**src/rtl/commit_trap_tracker_pkg.sv**
```systemverilog
// Shared types and constants for the commit/trap tracker that feeds the
// simulation Monitor.
package commit_trap_tracker_pkg;

  localparam int CNT_W = 32;
  localparam logic [CNT_W-1:0] DEFAULT_TIMEOUT_CODE = 32'hFFFF_FFFF;

  typedef enum logic [1:0] {
    ST_RUN,
    ST_REPORT,
    ST_HALTED
  } state_e;

endpackage

```
**src/rtl/commit_lane_scan.sv**
```systemverilog
// Combinational scan of the commit lanes: first trapping lane, retire count up
// to and including it, and the PC of the youngest valid lane.
module commit_lane_scan
  import commit_trap_tracker_pkg::*;
#(
  parameter int COMMIT_WIDTH = 2,
  parameter int IDX_W        = 1,
  parameter int LANE_CNT_W   = 2
) (
  input  logic [COMMIT_WIDTH-1:0]       valid,
  input  logic [COMMIT_WIDTH-1:0]       trap,
  input  logic [CNT_W*COMMIT_WIDTH-1:0] pc,
  output logic                          any_valid,
  output logic                          trap_hit,
  output logic [IDX_W-1:0]              trap_idx,
  output logic [LANE_CNT_W-1:0]         count,
  output logic [CNT_W-1:0]              last_pc
);

  always_comb begin
    // NOTE: every output gets a default before the loop so no path leaves it unassigned (no latch).
    any_valid = 1'b0;
    trap_hit  = 1'b0;
    trap_idx  = '0;
    count     = '0;
    last_pc   = '0;
    for (int i = 0; i < COMMIT_WIDTH; i++) begin
      if (valid[i]) begin
        any_valid = 1'b1;
        last_pc   = pc[CNT_W*i +: CNT_W];
        // Lanes younger than the trap do not retire.
        if (!trap_hit) begin
          count = count + LANE_CNT_W'(1);
          if (trap[i]) begin
            trap_hit = 1'b1;
            trap_idx = IDX_W'(i);
          end
        end
      end
    end
  end

endmodule

```
**src/rtl/commit_trap_tracker.sv**
```systemverilog
// Watches the retire interface, runs cycle/instruction counters and issues a
// single registered trap report on a NOOP trap or a commit-stall timeout.
module commit_trap_tracker
  import commit_trap_tracker_pkg::*;
#(
  parameter int              COMMIT_WIDTH   = 2,
  parameter int unsigned     TIMEOUT_CYCLES = 5000,
  parameter logic [CNT_W-1:0] TIMEOUT_CODE  = DEFAULT_TIMEOUT_CODE
) (
  input  logic                          clk,
  input  logic                          reset,
  input  logic [COMMIT_WIDTH-1:0]       io_commit_valid,
  input  logic [COMMIT_WIDTH-1:0]       io_commit_trap,
  input  logic [CNT_W*COMMIT_WIDTH-1:0] io_commit_pc,
  input  logic [CNT_W-1:0]              io_trap_code,
  output logic                          isNoopTrap,
  output logic [CNT_W-1:0]              trapCode,
  output logic [CNT_W-1:0]              trapPC,
  output logic [CNT_W-1:0]              cycleCnt,
  output logic [CNT_W-1:0]              instrCnt,
  output logic                          halted
);

  localparam int IDX_W      = (COMMIT_WIDTH > 1) ? $clog2(COMMIT_WIDTH) : 1;
  localparam int LANE_CNT_W = $clog2(COMMIT_WIDTH + 1);

  state_e state_q, state_d;
  logic   report_q, halted_q;

  logic [CNT_W-1:0] cycle_q, instr_q, stall_q, last_pc_q, code_q, pc_q;

  logic                  any_valid, trap_hit;
  logic [IDX_W-1:0]      trap_idx;
  logic [LANE_CNT_W-1:0] lane_count;
  logic [CNT_W-1:0]      scan_last_pc, trap_pc;
  logic                  running, timeout_hit;

  commit_lane_scan #(
    .COMMIT_WIDTH(COMMIT_WIDTH),
    .IDX_W       (IDX_W),
    .LANE_CNT_W  (LANE_CNT_W)
  ) u_scan (
    .valid    (io_commit_valid),
    .trap     (io_commit_trap),
    .pc       (io_commit_pc),
    .any_valid(any_valid),
    .trap_hit (trap_hit),
    .trap_idx (trap_idx),
    .count    (lane_count),
    .last_pc  (scan_last_pc)
  );

  always_comb begin
    trap_pc = '0;
    for (int i = 0; i < COMMIT_WIDTH; i++) begin
      if (trap_idx == IDX_W'(i)) trap_pc = io_commit_pc[CNT_W*i +: CNT_W];
    end
  end

  assign running     = (state_q == ST_RUN);
  assign timeout_hit = (TIMEOUT_CYCLES != 0) && !any_valid &&
                       (stall_q == CNT_W'(TIMEOUT_CYCLES - 1));

  always_comb begin
    state_d = state_q;
    case (state_q)
      ST_RUN:    if (trap_hit || timeout_hit) state_d = ST_REPORT;
      ST_REPORT: state_d = ST_HALTED;
      ST_HALTED: state_d = ST_HALTED;
      default:   state_d = ST_RUN;
    endcase
  end

  // Report flags are decoded from the next state so they leave a flop directly.
  always_ff @(posedge clk or posedge reset) begin
    if (reset) begin
      state_q  <= ST_RUN;
      report_q <= 1'b0;
      halted_q <= 1'b0;
    end else begin
      // NOTE: sequential state uses non-blocking assignment so every flop samples pre-edge values.
      state_q  <= state_d;
      report_q <= (state_d == ST_REPORT);
      halted_q <= (state_d != ST_RUN);
    end
  end

  always_ff @(posedge clk or posedge reset) begin
    if (reset) begin
      cycle_q   <= '0;
      instr_q   <= '0;
      stall_q   <= '0;
      last_pc_q <= '0;
      code_q    <= '0;
      pc_q      <= '0;
    end else if (running) begin
      cycle_q <= cycle_q + 1;
      instr_q <= instr_q + CNT_W'(lane_count);
      if (any_valid) begin
        last_pc_q <= scan_last_pc;
        stall_q   <= '0;
      end else begin
        stall_q <= stall_q + 1;
      end
      // A timeout needs an idle cycle, so it can never coincide with a trap.
      if (trap_hit) begin
        code_q <= io_trap_code;
        pc_q   <= trap_pc;
      end else if (timeout_hit) begin
        code_q <= TIMEOUT_CODE;
        pc_q   <= last_pc_q;
      end
    end
  end

  assign isNoopTrap = report_q;
  assign halted     = halted_q;
  assign trapCode   = code_q;
  assign trapPC     = pc_q;
  assign cycleCnt   = cycle_q;
  assign instrCnt   = instr_q;

endmodule

```
**config.mk**
```make
export PLATFORM = sky130hd
export DESIGN_NAME = commit_trap_tracker
export DESIGN_NICKNAME = d
export VERILOG_FILES = /design/src/rtl/commit_trap_tracker_pkg.sv /design/src/rtl/commit_lane_scan.sv /design/src/rtl/commit_trap_tracker.sv
export SDC_FILE = /design/constraint.sdc
export NUM_CORES = 1
export LEC_CHECK = 0
export ABC_CLOCK_PERIOD_IN_PS = 9760
export CORE_MARGIN = 8
export CORE_UTILIZATION = 50
export DETAILED_ROUTE_END_ITERATION = 8
export PLACE_DENSITY = 0.81
export SLEW_MARGIN = 20
export SYNTH_ARGS = -nofsm -noshare
export SYNTH_HDL_FRONTEND = slang
export SYNTH_SLANG_ARGS = --single-unit
```
**constraint.sdc**
```tcl
create_clock -name clk -period 9.76 [get_ports clk]
set_clock_uncertainty 0.15 [all_clocks]
set_input_delay 1.952 -clock clk [delete_from_list [all_inputs] [get_ports clk]]
set_output_delay 1.952 -clock clk [all_outputs]
set_load 0.1 [all_outputs]
```
======== Word-level counts from Yosys, hierarchy flattened ========
Index checks and enable logic that the tools add are counted.
storage, ports and cells
  bits in registers ....................... 196
  word-level logic and storage cells ...... 48
operators by class
  add/sub/neg operators ................... 4
  eq/ne operators ......................... 4
  muxes and demuxes ....................... 22
  reductions and logical operators ........ 9
operator list
  cell                   number
  $mux 32                8
  $add 32x1->32 const B  2
  $add 32x2->32          1
  $eq 32x13->1 const B   1
  $mux 1                 10
  $mux 2                 3
  $eq 2x1->1 const B     2
  $pmux 2 s2             1
  $reduce_and 2->1       2
  $reduce_bool 2->1      2
  $add 1x1->2 const B    1
  $eq 2x2->1 const B     1
  $logic_not 2->1        1
  $reduce_or 2->1        1
  $logic_and 1x1->1      1
  $logic_not 1->1        1
  $logic_or 1x1->1       1

======== Logic depth before layout (Yosys ltp) ========
Gate-level depths: netlist of the first run.
  word-level depth ........................ 8
  gate-level depth with buffers ........... 13
  gate-level depth less buffers ........... 11

======== Cells and area by module ========
A second synthesis of the first run with hierarchy kept.
unflattened totals
  cell total of the unflattened synthesis .. 837
  area, all modules ....................... 9195.1 um^2
modules (own cells, without submodules)
  module               times used  cells an instance  area an instance (um^2)  sequential area each (um^2)
  commit_trap_tracker  1           788                8798.4                   4904.7
  commit_lane_scan     1           49                 396.6                    0.0

======== Worst setup path after synthesis of the first run ========
No wires, ideal clock.
  path kind ............................... input to register
  from .................................... input io_commit_valid[1]
  to ...................................... register instr_q[24] (netlist: instrCnt[24])
  library setup time ...................... 159 ps
  arrival time ............................ 4233 ps
  data required time ...................... 9451 ps
  path slack .............................. 5218 ps
  stages .................................. 11
  buffers on the path ..................... 2
  cells stage by stage .................... clkbuf_1 nor2_2 nor2_1 ha_1 inv_1 fa_1 nand4b_1 nor4_1 clkbuf_1 nand4_1 xnor2_1
on the way
  longest elaborated chain between the ends .. 2
ends and longest elaborated chain
  item                  line                       RTL
  start, declared       commit_trap_tracker.sv:12  input logic [COMMIT_WIDTH-1:0] io_commit_valid,
  $mux 2                commit_lane_scan.sv:28     if (valid[i]) begin
  $add 32x2->32         commit_trap_tracker.sv:98  instr_q <= instr_q + CNT_W'(lane_count);
  end signal, assigned  commit_trap_tracker.sv:98
  end, declared         commit_trap_tracker.sv:30  logic [CNT_W-1:0] cycle_q, instr_q, stall_q, last_pc_q, code_q, pc_q;
No other way between the ends.
A chain may end at the register's enable or synchronous reset.

======== Worst setup path after layout of the first run ========
  from .................................... input io_commit_valid[1]
  to ...................................... register instr_q[18] (netlist: instrCnt[18])
The elaborated chain is that of the path after synthesis.

==> results of run 1 <==
==> path summary, 6_finish.rpt <==
check                                to                from  depth (start not counted)  slack, ns
setup / recovery           instrCnt[18]  io_commit_valid[1]                         12       5.13
hold / removal             cycleCnt[31]        cycleCnt[31]                          1       0.33
setup reg to reg            stall_q[31]          state_q[0]                          7       6.70
hold reg to reg            cycleCnt[31]        cycleCnt[31]                          1       0.33
max in group asynchronous   instrCnt[6]               reset                          3       6.08
min in group asynchronous    trapPC[25]               reset                          2       1.90
==> registers in the layout, summed over array words and instances, names as in the netlist <==
signal	count
isNoopTrap	1
state_q	2
last_pc_q	32
stall_q	32
trapCode	32
halted	1
instrCnt	32
cycleCnt	32
trapPC	32
==> layout make-up <==
cell class / instances / share of cell area
sequential: 196 / 0.389
multi-input combinational: 635 / 0.347
timing repair buffer: 244 / 0.191
clock buffer: 17 / 0.0337
tap: 234 / 0.0232
clock inverter: 15 / 0.0110
inverter: 15 / 0.00506
antenna: 1 / 0.000198
==> stage by stage <==
stage	power [mW]	cells	hold slack, ns	worst slack [ns]	instance area [um2]
floorplan	2.96	901	0.323	2.32	9550
global placement	3.50	1324	0.311	4.75	12000
detailed placement	3.52	1324	0.314	4.71	12000
CTS	4.21	1356	0.329	5.15	12600
global route	4.36	1357	0.358	4.86	12600
finish	4.18	1357	0.328	5.13	12600
==> placed cells by master, fill, tap and decap left out, types with 14 or more instances in the layout <==
master	instances
nand4_1	42
a21oi_1	76
mux2_4	30
nor2_1	126
xnor2_1	60
a22o_1	64
nand2_1	38
inv_1	14
mux2i_1	35
nand3_1	31
dfrtp_1	196
clkbuf_16	17
clkdlybuf4s50_1	231
==> per-layer routing <==
metal	vias to the layer above	GRT usage	part of all wire	wire [um]
met5	-	0	0	0
met2	237	0.346	0.49	12300
met3	48	0.0605	0.066	1670
li1	3667	-	-	-
met1	3751	0.268	0.42	10600
met4	0	0.0868	0.028	718
==> logic make-up after synthesis <==
family	after synthesis	share of synthesized area
flops	196	0.514
xor+xnor	71	0.0651
simple gates	316	0.167
mux	69	0.0886
fa+ha+maj	7	0.00996
buf+inv	70	0.0303
compound gates	172	0.125
==> power breakdown <==
group | internal (mW) | switching, mW | total, mW
registers | 1.05 | 0.167 | 1.22
logic | 0.639 | 1.65 | 2.29
clock network | 0.338 | 0.342 | 0.680
==> results.ini, run 1 <==
[run_status]
status=finished clean

[layout]
drive_gt1_frac=0.0847
regArea_mm2=0.00490
area_growth_pct=32.1
nFillCells=1401
nNetsFinal=1218
multi_input_area_mm2=0.00438
postLayoutCoreUtil=0.674

[grt]
gr-total-overflow=0
antenna_found_initial=1
grt_usage=0.215
grt_pass1_wl_um=41600
grt_max_degree=126
grt_pass1_vias=7788

[floorplanning]
core_region_area_mm2=0.0187
rows=50
start_util=0.510
dieArea_mm2=0.0238
io-pin-count=232
die_w_um=154
die_y_um=154

[clock_network]
postCtsResizedCells=0
clock_latency_ns=0.44
clk_pin_slew_ns=0.08
root_buffer=clkbuf_16
htreeDepth=4
cts_buffer_depth=2
hold_buffers=0
numCtsBuffers=17
postCtsSetupRepairBufs=0
cts_tree=done
clock-sinks=196

[setup_path]
slowest_stage=clkdlybuf4s50_1
crit_path_max_incr_delay_ns=0.47
endpoint_kind=register
critPathMostFrequentCell=buf_4
crit_chain=clkdlybuf4s50_1, buf_4, nor2_2, nor2_1, ha_1, inv_1, fa_1, nand4b_1, nor4_1, buf_4, nand4_1, xnor2_1
crit_fanout=38
critPathBufInv=4
arrival_ns=4.81
crit_type=in2reg
worstSetupStartpointType=input port
required_ns=9.94
crit_family=buffers and inverters

[synth]
syn_area_mm2=0.00955
syn_avg_cell_area_um2=10.6
yosys_register_bits=196
synth_async_sr_flop_share=1.00
synth_fp_nets=1010
ys_seq_area_frac=0.514
synth_top_area_frac=0.514
ys.flop_type=dfrtp_1
yosysMostFrequentCell=dfrtp_1
synth_cell_types=49
synth.area.top_cells=dfrtp_1, a22o_1, xnor2_1
synth_commonest_cells=dfrtp_1, nor2_1, a21oi_1, a22o_1, xnor2_1
synth_warnings=0
synth_edf_count=0
synth_cells=901
yosys.area.top_type=dfrtp_1

[drt]
ant_nets=0
via_count=7703
wl_per_cell_um=18.6
drt_iter0_drc=534
wl_um=25200
vias_per_cell=5.68
drc=0
drtPass1Iterations=5

[sta]
setup_viol=0
max_freq_mhz=216
drv_slew=0
rsz0062_at_grt=false
fin_crit_ns=4.63
timing.slew.headroom=0.289
min_period_over_period=0.474
worstMarginPinSlew_ns=1.06
final_hold_viol_count=0
fin_setup_tns_ns=0

[power]
p_leak_nw=5.47
ir_worst_vdd_mv=0.309
p_per_area_mw_per_mm2=332

[place]
gp_congestion=0.846
hpwl_um=17500
io_buffers=231

[job]
max-cap-violations=0

[worst_hold_path]
hp-class=reg2reg

Note: power is estimated with default switching activity, not from simulation.
==> inputs of run 2 (changes only) <==
--- a/config.mk
+++ b/config.mk
@@ -5,11 +5,11 @@
 export SDC_FILE = /design/constraint.sdc
 export NUM_CORES = 1
 export LEC_CHECK = 0
-export ABC_CLOCK_PERIOD_IN_PS = 9760
+export ABC_CLOCK_PERIOD_IN_PS = 4200
 export CORE_MARGIN = 8
-export CORE_UTILIZATION = 50
+export CORE_UTILIZATION = 45
 export DETAILED_ROUTE_END_ITERATION = 8
-export PLACE_DENSITY = 0.81
+export PLACE_DENSITY = 0.77
 export SLEW_MARGIN = 20
 export SYNTH_ARGS = -nofsm -noshare
 export SYNTH_HDL_FRONTEND = slang
==> constraint.sdc (replaced) <==
create_clock -name clk -period 4.2 [get_ports clk]
set_clock_uncertainty 0.15 [all_clocks]
set_input_delay 0.84 -clock clk [delete_from_list [all_inputs] [get_ports clk]]
set_output_delay 0.84 -clock clk [all_outputs]
set_load 0.1 [all_outputs]
==> run 2 against run 1 <==
Net effect: setup slack lost 4.2 ns; first-iteration DRC count shrank 15%; largest power group unchanged; cell area grew 0.95%; routed wire length grew 3.0%; critical path depth grew 1; worst hold slack lost 0.0024 ns; combinational power grew 130%; non-clock buffer count grew 5.
==> results.ini, run 2 (same netlist as run 1, synthesis figures left out) <==
[place]
place_ws_ns=0.406  ; was 4.71 ns
io_buffers=231  ; unchanged
post-place-cells=1370  ; was 1324
hpwl_um=18200  ; was 17500 um
post_dp_cell_area_mm2=0.0122  ; was 0.0120 mm2
gp_congestion=0.786  ; was 0.846

[sta]
setup_viol=0  ; unchanged
fin_crit_ns=3.32
fin_ws_ns=0.883  ; was 5.13 ns
rsz0062_at_grt=false  ; unchanged
timing.slew.headroom=0.246  ; was 0.289
final_hold_viol_count=0  ; unchanged
max_freq_mhz=301
fin_setup_tns_ns=0  ; unchanged
worstMarginPinSlew_ns=1.12  ; was 1.06 ns
drv_slew=0  ; unchanged
min_period_over_period=0.790
whs_ns=0.326  ; was 0.328 ns

[setup_path]
slowest_stage=clkdlybuf4s50_1  ; unchanged
crit_type=in2reg  ; unchanged
timing.rr.end=stall_q[29]  ; was stall_q[31]
arrival_ns=3.48  ; was 4.81 ns
worstRegToRegCells=6  ; was 7
endpoint_kind=register  ; unchanged
crit_path_max_incr_delay_ns=0.55  ; was 0.47 ns
crit_family=simple AND/OR/NAND/NOR gates  ; was buffers and inverters
crit_chain=clkdlybuf4s50_1, nand2_1, or2_2, inv_1, nor2_1, ha_1, inv_1, fa_1, nand4b_1, nor4_1, buf_4, nand4_1, xnor2_1  ; was clkdlybuf4s50_1, buf_4, nor2_2, nor2_1, ha_1, inv_1, fa_1, nand4b_1, nor4_1, buf_4, nand4_1, xnor2_1
crit_fanout=11  ; was 38
required_ns=4.37  ; was 9.94 ns
worstSetupStartpointType=input port  ; unchanged
r2r_slack_ns=1.15  ; was 6.70 ns
cp.depth=13  ; was 12
critPathMostFrequentCell=inv_1  ; was buf_4
critPathBufInv=4  ; unchanged
r2r-start=state_q[0]  ; unchanged

[grt]
grt_usage=0.197  ; was 0.215
antenna_found_initial=1  ; unchanged
grt_pass1_vias=7879  ; was 7788
gr-total-overflow=0  ; unchanged
grt_max_degree=67  ; was 126
grt_pass1_wl_um=41700  ; was 41600 um

[clock_network]
cts_tree=done  ; unchanged
hold_buffers=0  ; unchanged
clock_latency_ns=0.44  ; about the same
root_buffer=clkbuf_16  ; unchanged
htreeDepth=4  ; unchanged
numCtsBuffers=17  ; unchanged
cts_buffer_depth=2  ; unchanged
clock-sinks=196  ; unchanged
postCtsSetupRepairBufs=0  ; unchanged
clk_pin_slew_ns=0.08  ; about the same
postCtsResizedCells=0  ; unchanged

[layout]
instances_no_fill=1403  ; was 1357
nFillCells=1758  ; was 1401
final_cell_mix=clkdlybuf4s50_1, dfrtp_1, nor2_1  ; unchanged
area_growth_pct=33.4  ; was 32.1%
nNetsFinal=1223  ; was 1218
final_area_mm2=0.0127  ; was 0.0126 mm2
final_common_cell=clkdlybuf4s50_1  ; unchanged
drive_gt1_frac=0.0878  ; was 0.0847

[drt]
vias_per_cell=5.61  ; was 5.68
drtPass1Iterations=5  ; unchanged
wl_per_cell_um=18.5  ; was 18.6 um
drt_iter0_drc=456  ; was 534
drc=0  ; unchanged
via_count=7872  ; was 7703
ant_nets=0  ; unchanged
wl_um=26000  ; was 25200 um

[floorplanning]
die_y_um=162  ; was 154 um
start_util=0.456  ; was 0.510
die_w_um=162  ; was 154 um
core_region_area_mm2=0.0210  ; was 0.0187 mm2
io-pin-count=232  ; unchanged
rows=53  ; was 50
dieArea_mm2=0.0261  ; was 0.0238 mm2

[power]
ir_worst_vdd_mv=0.556  ; was 0.309 mV
p_leak_nw=5.51  ; was 5.47 nW
p_per_area_mw_per_mm2=767  ; was 332 mW/mm2

[worst_hold_path]
whs_path_depth=1  ; unchanged
hold_start=cycleCnt[31]  ; unchanged
hp-class=reg2reg  ; unchanged
whs_endpoint=cycleCnt[31]  ; unchanged

[job]
max-cap-violations=0  ; unchanged

[run_status]
status=finished clean  ; unchanged

==> run 2: changes by cell type in the layout (fill, tap and decap cells not counted), sizes merged <==
cell / before / now
clkinvlp: 3 / 4
buf: 13 / 18
inv: 23 / 22
==> run 2: power breakdown <==
group / total (mW) / internal [mW] / switching [mW]
Combinational: 5.36 / 1.50 / 3.86
Sequential: 2.81 / 2.44 / 0.376
Clock: 1.59 / 0.788 / 0.803
Total: 9.76 / 4.72 / 5.04
==> run 2: layout make-up <==
class                           count  area (um2)  area share
Timing Repair Buffer              249        2480       0.195
Inverter                           15        60.1     0.00472
Antenna cell                        1        2.50    0.000197
Tap cell                          275         344      0.0270
Multi-Input combinational cell    635        4370       0.343
Clock buffer                       17         425      0.0334
Sequential cell                   196        4900       0.385
Clock inverter                     15         141      0.0111
==> run 2: stage by stage <==
stage	utilization	power, mW
floorplan	-	6.88
global placement	0.581	8.16
detailed placement	0.581	8.22
CTS	0.608	9.83
global route	0.608	10.2
finish	0.608	9.76
==> run 2: worst max path at each step <==
stage          slack [ns]               start      endpoint
2_1_floorplan        0.68               reset   cycleCnt[0]
3_3_place_gp         0.53  io_commit_valid[1]  instrCnt[26]
3_5_place_dp         0.41  io_commit_valid[1]  instrCnt[24]
4_1_cts              0.88  io_commit_valid[1]  instrCnt[24]
5_1_grt              0.67  io_commit_valid[1]  instrCnt[28]
6_report             0.88  io_commit_valid[1]  instrCnt[24]
==> run 2: metal layers <==
metal	global-route usage	part of all wire	vias up
met5	0	0	-
li1	-	-	3673
met3	0.0590	0.077	43
met2	0.318	0.48	264
met1	0.244	0.41	3892
met4	0.0779	0.027	0
==> inputs of run 3 (changes only) <==
--- a/config.mk
+++ b/config.mk
@@ -5,11 +5,11 @@
 export SDC_FILE = /design/constraint.sdc
 export NUM_CORES = 1
 export LEC_CHECK = 0
-export ABC_CLOCK_PERIOD_IN_PS = 4200
+export ABC_CLOCK_PERIOD_IN_PS = 3450
 export CORE_MARGIN = 8
-export CORE_UTILIZATION = 45
+export CORE_UTILIZATION = 50
 export DETAILED_ROUTE_END_ITERATION = 8
-export PLACE_DENSITY = 0.77
+export PLACE_DENSITY = 0.81
 export SLEW_MARGIN = 20
 export SYNTH_ARGS = -nofsm -noshare
 export SYNTH_HDL_FRONTEND = slang
==> constraint.sdc (replaced) <==
create_clock -name clk -period 3.45 [get_ports clk]
set_clock_uncertainty 0.15 [all_clocks]
set_input_delay 0.69 -clock clk [delete_from_list [all_inputs] [get_ports clk]]
set_output_delay 0.69 -clock clk [all_outputs]
set_load 0.1 [all_outputs]
==> run 3 against run 2 <==
Net effect: routed wire length down 0.32%; cell count shrank 2.1%; non-clock buffer count rose by 11; global-route usage is 2.2 points higher; worst hold slack better by 0.0082 ns; sequential cell count stayed put; cell area decreased by 2.2%; critical path depth stayed put; utilization increased by 5.8 points; highest routed layer unchanged; via count fell by 0.38%; total power rose by 21%; combinational power rose by 19%; largest power group unchanged.
==> results.ini, run 3 (same netlist as run 1, synthesis figures left out) <==
[drt]
wl_per_cell_um=18.8  ; was 18.5 um
drt_iter0_drc=540  ; was 456
ant_nets=0  ; unchanged
via_count=7842  ; was 7872
drc=0  ; unchanged
wl_um=25900  ; was 26000 um
vias_per_cell=5.71  ; was 5.61
drtPass1Iterations=5  ; unchanged

[place]
gp_congestion=0.822  ; was 0.786
io_buffers=231  ; unchanged
hpwl_um=18100  ; was 18200 um

[run_status]
status=finished clean  ; unchanged

[layout]
final_cell_mix=dfrtp_1, buf_4, nor2_1  ; was clkdlybuf4s50_1, dfrtp_1, nor2_1
drive_gt1_frac=0.210  ; was 0.0878
nNetsFinal=1234  ; was 1223
final_common_cell=dfrtp_1  ; was clkdlybuf4s50_1
area_growth_pct=30.4  ; was 33.4%

[sta]
timing.slew.headroom=0.381  ; was 0.246
worstMarginPinSlew_ns=0.928  ; was 1.12 ns
min_period_over_period=0.864
fin_crit_ns=2.98
rsz0062_at_grt=false  ; unchanged
whs_ns=0.334  ; was 0.326 ns
drv_slew=0  ; unchanged
max_freq_mhz=336
setup_viol=0  ; unchanged
final_hold_viol_count=0  ; unchanged
fin_setup_tns_ns=0  ; unchanged

[grt]
grt_pass1_wl_um=42400  ; was 41700 um
gr-total-overflow=0  ; unchanged
grt_pass1_vias=8146  ; was 7879
grt_usage=0.219  ; was 0.197
antenna_found_initial=1  ; unchanged
grt_max_degree=165  ; was 67

[clock_network]
clk_pin_slew_ns=0.08  ; about the same
clock-sinks=196  ; unchanged
htreeDepth=4  ; unchanged
postCtsSetupRepairBufs=0  ; unchanged
numCtsBuffers=17  ; unchanged
hold_buffers=0  ; unchanged
clock_latency_ns=0.44  ; about the same
cts_buffer_depth=2  ; unchanged
root_buffer=clkbuf_16  ; unchanged
cts_tree=done  ; unchanged
postCtsResizedCells=0  ; unchanged

[floorplanning]
die_w_um=154  ; was 162 um
start_util=0.510  ; was 0.456
io-pin-count=232  ; unchanged
core_region_area_mm2=0.0187  ; was 0.0210 mm2
rows=50  ; was 53
die_y_um=154  ; was 162 um
dieArea_mm2=0.0238  ; was 0.0261 mm2

[setup_path]
crit_start=io_commit_valid[0]  ; was io_commit_valid[1]
timing.rr.end=stall_q[27]  ; was stall_q[29]
arrival_ns=3.15  ; was 3.48 ns
required_ns=3.62  ; was 4.37 ns
critPathCapture=instrCnt[30]  ; was instrCnt[24]
r2r-start=state_q[0]  ; unchanged
endpoint_kind=register  ; unchanged
r2r_slack_ns=0.95  ; was 1.15 ns
crit_type=in2reg  ; unchanged
crit_fanout=11  ; unchanged
worstSetupStartpointType=input port  ; unchanged
worstRegToRegCells=6  ; unchanged

[power]
p_per_area_mw_per_mm2=950  ; was 767 mW/mm2
total_power_mw=11.8  ; was 9.76 mW
p_leak_nw=5.74  ; was 5.51 nW
ir_worst_vdd_mv=0.915  ; was 0.556 mV

[worst_hold_path]
hp-class=reg2reg  ; unchanged

[job]
max-cap-violations=0  ; unchanged

run 3: changes by cell type in the layout (fill, tap and decap cells not counted):
cell / change
buf_12: -1
inv_6: -3
clkbuf_1: +1
inv_8: +2
clkdlybuf4s50_1: -130
buf_4: +142
bufinv_16: +1
clkinv_2: -1
run 3: layout make-up:
type,instances,area [um2]
repair buffers,260,2230
clock buffers,18,429
multi-input cells,635,4370
diodes,1,2.50
inverters,15,60.1
flip-flops and latches,196,4900
fillers,1421,6250
clock inverters,14,163
well taps,234,293
run 3: through the flow:
stage                     worst slack (ns)  instance area [um2]  std cells   util
after floorplan                     0.0776                 9550        901      -
after global placement               0.114                11900       1340  0.634
after detailed placement            0.0248                11900       1340  0.634
after CTS                            0.437                12500       1372  0.666
after global routing                 0.173                12500       1373  0.666
final                                0.470                12500       1373  0.666
run 3: power by group:
part / internal (mW) / switching (mW)
Sequential: 2.97 / 0.482
Combinational: 1.68 / 4.71
Clock: 1.04 / 0.956
Total: 5.69 / 6.15
run 3: layer usage:
metal	part of all wire	track usage
met4	0.035	0.104
met1	0.41	0.261
met2	0.49	0.359
met5	0	0
met3	0.070	0.0644
run 3: worst max-delay path, stage by stage:
cell and delay (ns):
clkdlybuf4s50_1 0.45, nand2_1 0.07, or2_2 0.16, inv_1 0.07, nor2_1 0.09, ha_1 0.17, inv_1 0.06, fa_1 0.38
nand4b_1 0.20, nor4_1 0.25, buf_4 0.24, nand4_1 0.14, xnor2_1 0.17
run 3: how the worst min path moves through the flow:
stage | startpoint | endpoint | depth (start not counted)
floorplan | last_pc_q[0] | last_pc_q[0] | 1
global placement | cycleCnt[31] | cycleCnt[31] | 1
detailed placement | cycleCnt[31] | cycleCnt[31] | 1
CTS | cycleCnt[31] | cycleCnt[31] | 1
global route | cycleCnt[31] | cycleCnt[31] | 1
finish | cycleCnt[31] | cycleCnt[31] | 1
